--- src/rtl/dragonfang_floating_point_pkg.sv ---
// Floating-point element-width encodings, canonical NaNs and the NaN-box unpack helper.
package dragonfang_floating_point_pkg;

  typedef enum logic [1:0] {
    SEW_8  = 2'b00,
    SEW_16 = 2'b01,
    SEW_32 = 2'b10,
    SEW_64 = 2'b11
  } sew_e;

  localparam logic [15:0] CANON_NAN_H = 16'h7E00;
  localparam logic [31:0] CANON_NAN_S = 32'h7FC0_0000;

  // Narrow scalars must be NaN-boxed in the 64-bit register; anything else reads as canonical NaN.
  function automatic logic [63:0] unbox_scalar(input sew_e sew, input logic [63:0] rs1);
    logic [63:0] s;
    s = rs1;
    case (sew)
      SEW_16:  s = (&rs1[63:16]) ? {48'h0, rs1[15:0]} : {48'h0, CANON_NAN_H};
      SEW_32:  s = (&rs1[63:32]) ? {32'h0, rs1[31:0]} : {32'h0, CANON_NAN_S};
      default: s = rs1;
    endcase
    return s;
  endfunction

endpackage

--- src/rtl/dragonfang_pkg.sv ---
// Machine-wide vector configuration shared by the dragonfang vector units.
package dragonfang_pkg;

  localparam int VLEN = 128;

endpackage

--- src/rtl/vector_floating_point_merge_lane.sv ---
// Combinational merge of one beat-wide slice; works in 16-bit chunks so every legal SEW
// maps onto whole chunks.
module vector_floating_point_merge_lane #(
  parameter int VLEN       = 128,
  parameter int BEAT_WIDTH = 64,
  localparam int NBEATS = VLEN / BEAT_WIDTH,
  localparam int BI_W   = (NBEATS > 1) ? $clog2(NBEATS) : 1,
  localparam int CHUNKS = BEAT_WIDTH / 16,
  localparam int CW     = $clog2(CHUNKS),
  localparam int EW     = $clog2(VLEN / 16) + 1
) (
  input  logic [BI_W-1:0]       beat,
  input  logic [1:0]            sew,
  input  logic                  vm,
  input  logic                  vta,
  input  logic [EW-1:0]         vl,
  input  logic [EW-2:0]         vstart,
  input  logic [63:0]           scalar,
  input  logic [BEAT_WIDTH-1:0] vs2,
  input  logic [CHUNKS-1:0]     mask,
  input  logic [BEAT_WIDTH-1:0] vd_old,
  output logic [BEAT_WIDTH-1:0] vd
);

  logic [1:0] shamt;
  logic       empty;

  always_comb begin
    shamt = (sew == 2'b00) ? 2'd0 : sew - 2'd1;
    // vstart at or past vl leaves the whole register untouched, tail included.
    empty = ({1'b0, vstart} >= vl);
  end

  for (genvar gi = 0; gi < CHUNKS; gi++) begin : g_chunk
    logic [EW-1:0] gidx;
    logic [EW-1:0] eidx;
    logic [CW-1:0] lidx;
    logic [1:0]    sub;
    logic [15:0]   sc;
    logic [15:0]   res;

    always_comb begin
      gidx = EW'(beat) * EW'(CHUNKS) + EW'(gi);
      eidx = gidx >> shamt;
      lidx = CW'(gi) >> shamt;
      sub  = 2'(gi) & ((2'd1 << shamt) - 2'd1);
      sc   = scalar[16*sub +: 16];
      res  = vd_old[16*gi +: 16];
      if (!empty && (eidx >= {1'b0, vstart})) begin
        if (eidx >= vl) begin
          if (vta) res = '1;
        end else begin
          res = (vm || mask[lidx]) ? sc : vs2[16*gi +: 16];
        end
      end
    end

    assign vd[16*gi +: 16] = res;
  end

endmodule

--- src/rtl/vector_floating_point_merge_sequencer.sv ---
// vfmerge.vfm / vfmv.v.f sequencer: captures operands, merges one beat per cycle, then
// holds the result until the consumer takes it.
module vector_floating_point_merge_sequencer
  import dragonfang_floating_point_pkg::*;
#(
  parameter int VLEN       = dragonfang_pkg::VLEN,
  parameter int BEAT_WIDTH = 64
) (
  input  logic                        clk,
  input  logic                        rst,
  input  logic                        in_valid,
  output logic                        in_ready,
  input  logic [1:0]                  sew,
  input  logic                        vm,
  input  logic                        vta,
  input  logic [$clog2(VLEN/16):0]    vl,
  input  logic [$clog2(VLEN/16)-1:0]  vstart,
  input  logic [63:0]                 rs1,
  input  logic [VLEN-1:0]             vs2,
  input  logic [VLEN-1:0]             v0,
  input  logic [VLEN-1:0]             vd_old,
  output logic                        out_valid,
  input  logic                        out_ready,
  output logic [VLEN-1:0]             vd,
  output logic                        illegal
);

  localparam int NBEATS = VLEN / BEAT_WIDTH;
  localparam int BI_W   = (NBEATS > 1) ? $clog2(NBEATS) : 1;
  localparam int CHUNKS = BEAT_WIDTH / 16;
  localparam int VL_W   = $clog2(VLEN / 16) + 1;

  typedef enum logic [1:0] {IDLE, BUSY, DONE} state_e;

  state_e             state_reg, state_next;
  logic [BI_W-1:0]    beat_reg;
  sew_e               sew_reg;
  logic               vm_reg, vta_reg, illegal_reg;
  logic [VL_W-1:0]    vl_reg;
  logic [VL_W-2:0]    vstart_reg;
  logic [63:0]        scalar_reg;
  logic [VLEN-1:0]    vs2_reg, v0_reg, vd_old_reg, vd_reg;

  logic [1:0]            shamt_in, shamt_reg;
  logic [VL_W-1:0]       vlmax_in;
  logic                  last_beat;
  int                    beat_base;
  int                    mask_shift;
  logic [BEAT_WIDTH-1:0] vs2_slice, vd_old_slice, lane_vd;
  logic [CHUNKS-1:0]     mask_slice;

  always_comb begin
    shamt_in  = (sew == 2'b00) ? 2'd0 : sew - 2'd1;
    shamt_reg = (sew_reg == SEW_8) ? 2'd0 : 2'(sew_reg) - 2'd1;
    vlmax_in  = VL_W'(VLEN / 16) >> shamt_in;
    last_beat = (beat_reg == BI_W'(NBEATS - 1));
    beat_base = int'(beat_reg) * BEAT_WIDTH;
    // Mask bits are one per element, so the slice start depends on elements per beat.
    mask_shift   = int'(beat_reg) * ((BEAT_WIDTH / 16) >> shamt_reg);
    vs2_slice    = vs2_reg[beat_base +: BEAT_WIDTH];
    vd_old_slice = vd_old_reg[beat_base +: BEAT_WIDTH];
    mask_slice   = CHUNKS'(v0_reg >> mask_shift);
  end

  always_ff @(posedge clk or posedge rst) begin
    if (rst) state_reg <= IDLE;
    else     state_reg <= state_next;
  end

  always_comb begin
    state_next = state_reg;
    in_ready   = 1'b0;
    out_valid  = 1'b0;
    case (state_reg)
      IDLE: begin
        in_ready = 1'b1;
        if (in_valid) state_next = (sew_e'(sew) == SEW_8) ? DONE : BUSY;
      end
      BUSY: if (last_beat) state_next = DONE;
      DONE: begin
        out_valid = 1'b1;
        if (out_ready) state_next = IDLE;
      end
      default: state_next = IDLE;
    endcase
  end

  always_ff @(posedge clk or posedge rst) begin
    if (rst) begin
      beat_reg    <= '0;
      sew_reg     <= SEW_8;
      vm_reg      <= 1'b0;
      vta_reg     <= 1'b0;
      illegal_reg <= 1'b0;
      vl_reg      <= '0;
      vstart_reg  <= '0;
      scalar_reg  <= '0;
      vs2_reg     <= '0;
      v0_reg      <= '0;
      vd_old_reg  <= '0;
      vd_reg      <= '0;
    end else begin
      case (state_reg)
        IDLE: if (in_valid) begin
          beat_reg    <= '0;
          sew_reg     <= sew_e'(sew);
          vm_reg      <= vm;
          vta_reg     <= vta;
          vl_reg      <= (vl > vlmax_in) ? vlmax_in : vl;
          vstart_reg  <= vstart;
          scalar_reg  <= unbox_scalar(sew_e'(sew), rs1);
          vs2_reg     <= vs2;
          v0_reg      <= v0;
          vd_old_reg  <= vd_old;
          illegal_reg <= (sew_e'(sew) == SEW_8);
          // An illegal SEW bypasses the beats, so the result is loaded here.
          if (sew_e'(sew) == SEW_8) vd_reg <= vd_old;
        end
        BUSY: begin
          vd_reg[beat_base +: BEAT_WIDTH] <= lane_vd;
          beat_reg <= beat_reg + BI_W'(1);
        end
        default: ;
      endcase
    end
  end

  vector_floating_point_merge_lane #(
    .VLEN       (VLEN),
    .BEAT_WIDTH (BEAT_WIDTH)
  ) u_lane (
    .beat   (beat_reg),
    .sew    (sew_reg),
    .vm     (vm_reg),
    .vta    (vta_reg),
    .vl     (vl_reg),
    .vstart (vstart_reg),
    .scalar (scalar_reg),
    .vs2    (vs2_slice),
    .mask   (mask_slice),
    .vd_old (vd_old_slice),
    .vd     (lane_vd)
  );

  assign vd      = vd_reg;
  assign illegal = illegal_reg;

endmodule

--- config.mk ---
export PLATFORM = sky130hd
export DESIGN_NAME = vector_floating_point_merge_sequencer
export DESIGN_NICKNAME = d
export VERILOG_FILES = /design/src/rtl/dragonfang_floating_point_pkg.sv /design/src/rtl/dragonfang_pkg.sv /design/src/rtl/vector_floating_point_merge_lane.sv /design/src/rtl/vector_floating_point_merge_sequencer.sv
export SDC_FILE = /design/constraint.sdc
export NUM_CORES = 1
export LEC_CHECK = 0
export CAP_MARGIN = 20
export CORE_AREA = 5 5 227 229
export CTS_BUF_LIST = sky130_fd_sc_hd__clkbuf_4 sky130_fd_sc_hd__clkbuf_8
export DETAILED_ROUTE_END_ITERATION = 7
export DIE_AREA = 0 0 232 234
export PLACE_DENSITY = 0.75
export SLEW_MARGIN = 20
export SYNTH_ARGS = -nofsm -noshare
export SYNTH_HDL_FRONTEND = slang
export SYNTH_SLANG_ARGS = --single-unit
--- constraint.sdc ---
create_clock -name clk -period 37.2 [get_ports clk]
set_clock_uncertainty 0.05 [all_clocks]
set_input_delay 11.16 -clock clk [delete_from_list [all_inputs] [get_ports clk]]
set_output_delay 11.16 -clock clk [all_outputs]
set_load 0.1 [all_outputs]
==> summary.md <==
| Metric | Value |
|---|---|
| Status | `complete, no violations` |
| Sequential share of the synthesized area | `0.537` |
| Routed len/inst | `22.1 µm` |
| Synth area leader | `dfrtp_1` |
| Ranking of synthesized cells by area | `dfrtp_1 54%, nand2_1 15%, mux2i_1 4.8%` |
| Post-DRT Antenna Nets | `0` |
| Fmax | `70.1 MHz` |
| Die H | `234 µm` |
| Final period utilization | `0.383` |
| Crit path capture type | `register` |
| Netlist Area Pre-Place | `0.0220 mm²` |
| Via count | `20200` |
| Slowest cell on crit path | `buf_4` |
| Seq pwr share | `0.304` |
| Dpl hpwl | `54700 µm` |
| Largest net degree at the start of global routing | `245` |
| Reg2reg start | `beat_reg$_DFFE_PP0P_` |
| Internal power component | `0.00154 W` |
| Cell Chain, Critical Path | `clkdlybuf4s50_1, and2_4, buf_4, buf_4, a21oi_1, o21ai_0` |
| Post-synth EDFFs | `0` |
| Drt pass-1 iters | `5` |
| Clock net sink count | `471` |
| Grt ovf | `0` |
| Top-area cell type share of the netlist area | `0.537` |
| Hold Startpoint | `scalar_reg[33]$_DFFE_PP0P_` |
| Most common cell after layout, fill and taps aside | `nand2_1` |
| Hold Path Sink | `scalar_reg[33]$_DFFE_PP0P_` |
| Max_cap viols | `0` |
| Htree depth | `3` |
| Drt initial violations | `1556` |
| Gr usage total | `0.284` |
| Post-Syn Instances | `2442` |
| Die width | `232 µm` |
| WL final | `80000 µm` |
| RSZ-0062 raised after global routing | `false` |
| #FFs+latches synth | `471` |
| Cell depth of the worst flop-to-flop path | `9` |
| Setup Crit Path Kind | `in -> reg` |
| CTS max path bufs | `3` |
| FF-to-FF setup slack | `32.83 ns` |
| First-pass GRT wire length | `120000 µm` |
| YS warnings | `0` |
| Worst path max stage delay | `0.85 ns` |
| Cell mode on critical path | `buf_4` |
| Core Area | `0.0495 mm²` |
| Final nets | `3350` |
| Commonest non-fill, non-tap cells in the layout | `903 x nand2_1, 473 x clkdlybuf4s50_1, 469 x dfrtp_1` |
| DRC viols | `0` |
| P&R area growth vs syn | `32.3%` |
| Most used flip-flop cell after synthesis | `dfrtp_1` |
| Die ar. | `0.0543 mm²` |
| Fillcell total | `4286` |
| Setup TNS | `0 ns` |
| CTS tree | `done` |
| CTS Root Cell | `clkbuf_8` |
| Psw | `0.00162 W` |
| Post-synth net total | `2930` |
| Antenna violations before repair | `20` |
| Critical Path Source Type | `input port` |
| Syn Area/Cell | `8.99 µm²` |
| Synth unique cells | `49` |
| Worst IR Drop VDD | `0.0000752 V` |
| Crit path required time | `37.69 ns` |
| Worst-path clk slew | `0.06 ns` |
| Post_cts resized | `0` |
| Worst-margin pin slew | `1.08 ns` |
| Fin. max-slew vios | `0` |
| Clock insertion delay at the later pin of the skew report | `0.65 ns` |
| Worst Path Max Fanout | `91` |
| Endpoint of the worst register-to-register path | `vd[123]$_DFFE_PP0P_` |
| Via-per-instance ratio | `5.60` |
| Starting Density | `0.444` |
| Clock power frac | `0.164` |
| Share of cells above drive strength 1 | `0.0785` |
| GPL Wtd Cong | `0.868` |
| PwrDens | `109 mW/mm²` |
| Core Util, Final | `0.587` |
| CP startpoint | `in_valid` |
| Gate power share | `0.532` |
| Postcts setup bufs | `0` |
| Vias in the first global route | `20400` |
| Hold buffer count at cts | `0` |
| Switching part of the total | `0.513` |
| Top-Level Pins | `594` |
| Critical Path AT | `14.75 ns` |
| Hold Crit Depth | `2` |
| Worst slew margin | `0.279` |
| Minimum clock period | `14.26 ns` |
| Async SR Flop Fraction | `1.00` |
| Rows | `82` |
| Number of hold violations in the final report | `0` |
| Leak | `13.5 nW` |
| Final setup viols | `0` |
| Tightest Hold Check Type | `reg -> reg` |
| CTS Buf Count | `82` |
| IO Port Bufs | `473` |
==> cells in the mapped netlist (4+ instances only) <==
| master | instances |
|---|---|
| a211oi_1 | 54 |
| a211oi_2 | 11 |
| a21o_1 | 7 |
| a21oi_1 | 90 |
| a22o_1 | 17 |
| a22oi_1 | 128 |
| buf_2 | 23 |
| buf_4 | 6 |
| clkbuf_1 | 136 |
| dfrtp_1 | 471 |
| ha_1 | 25 |
| inv_1 | 17 |
| mux2_2 | 17 |
| mux2i_1 | 106 |
| nand2_1 | 904 |
| nand2b_1 | 8 |
| nand3b_1 | 34 |
| nand4_1 | 13 |
| nor2_1 | 99 |
| nor2b_1 | 5 |
| nor4_4 | 4 |
| o21ai_0 | 186 |
| o21ai_1 | 41 |
==> metrics by stage <==
stage	instance area [µm²]	setup slack (ns)	std cells	hold WS, ns	power, W
2_1_floorplan	22000	12.85	2442	0.388	0.00212
3_3_place_gp	27100	22.38	3447	0.398	0.00259
3_5_place_dp	27100	22.31	3449	0.406	0.00263
4_1_cts	29000	23.04	3600	0.419	0.00316
5_1_grt	29000	22.76	3610	0.429	0.00334
6_report	29000	22.94	3618	0.416	0.00316
==> layer usage <==
metal / GRT usage / vias up / wire length [µm]
met5: 0 / - / 110
li1: - / 9149 / -
met1: 0.389 / 9949 / 33600
met3: 0.0680 / 169 / 6820
met2: 0.443 / 963 / 37000
met4: 0.108 / 16 / 2440
==> logic make-up (layout without fill, tap and decap cells) <==
group	Yosys count	count (layout)	synth area share
other	0	17	0
buffers and inverters	184	671	0.0341
AO/OA/AOI/OAI	553	553	0.158
AND/OR/NAND/NOR	1086	1086	0.200
flip-flops	471	471	0.537
adder cells (fa/ha/maj)	25	25	0.0142
multiplexers	123	123	0.0571
==> worst max-delay path by stage <==
stage	cells after the start	end	slack, ns
after floorplan	1	beat_reg$_DFFE_PP0P_	12.85
after global placement	6	scalar_reg[10]$_DFFE_PP0P_	22.38
after detailed placement	6	scalar_reg[10]$_DFFE_PP0P_	22.31
after CTS	6	scalar_reg[10]$_DFFE_PP0P_	23.04
after global routing	6	scalar_reg[13]$_DFFE_PP0P_	22.76
final	6	scalar_reg[11]$_DFFE_PP0P_	22.94
==> layout make-up <==
class	count	area [µm²]	share of cell area
Timing Repair Buffer	502	5000	0.172
Clock inverter	17	158	0.00543
Clock buffer	134	1670	0.0575
Sequential cell	471	11800	0.406
Tap cell	672	841	0.0290
Inverter	18	75.1	0.00258
Multi-Input combinational cell	1787	9470	0.326
Antenna cell	17	42.5	0.00146
==> critical path: cells and delay by family <==
family / cells / cell delay, ns
buffers and inverters: 3 / 2.28
AND/OR/NAND/NOR: 1 / 0.64
AO/OA/AOI/OAI: 2 / 0.57
==> power groups by stage <==
stage	Clock [W]	Sequential (W)	Combinational, W
after floorplan	0	0.00138	0.000742
after global placement	0	0.000949	0.00164
after detailed placement	0	0.000962	0.00167
after CTS	0.000528	0.000955	0.00168
after global routing	0.000552	0.000984	0.00180
final	0.000518	0.000960	0.00168
No activity file was read; power rests on OpenSTA's default activity.
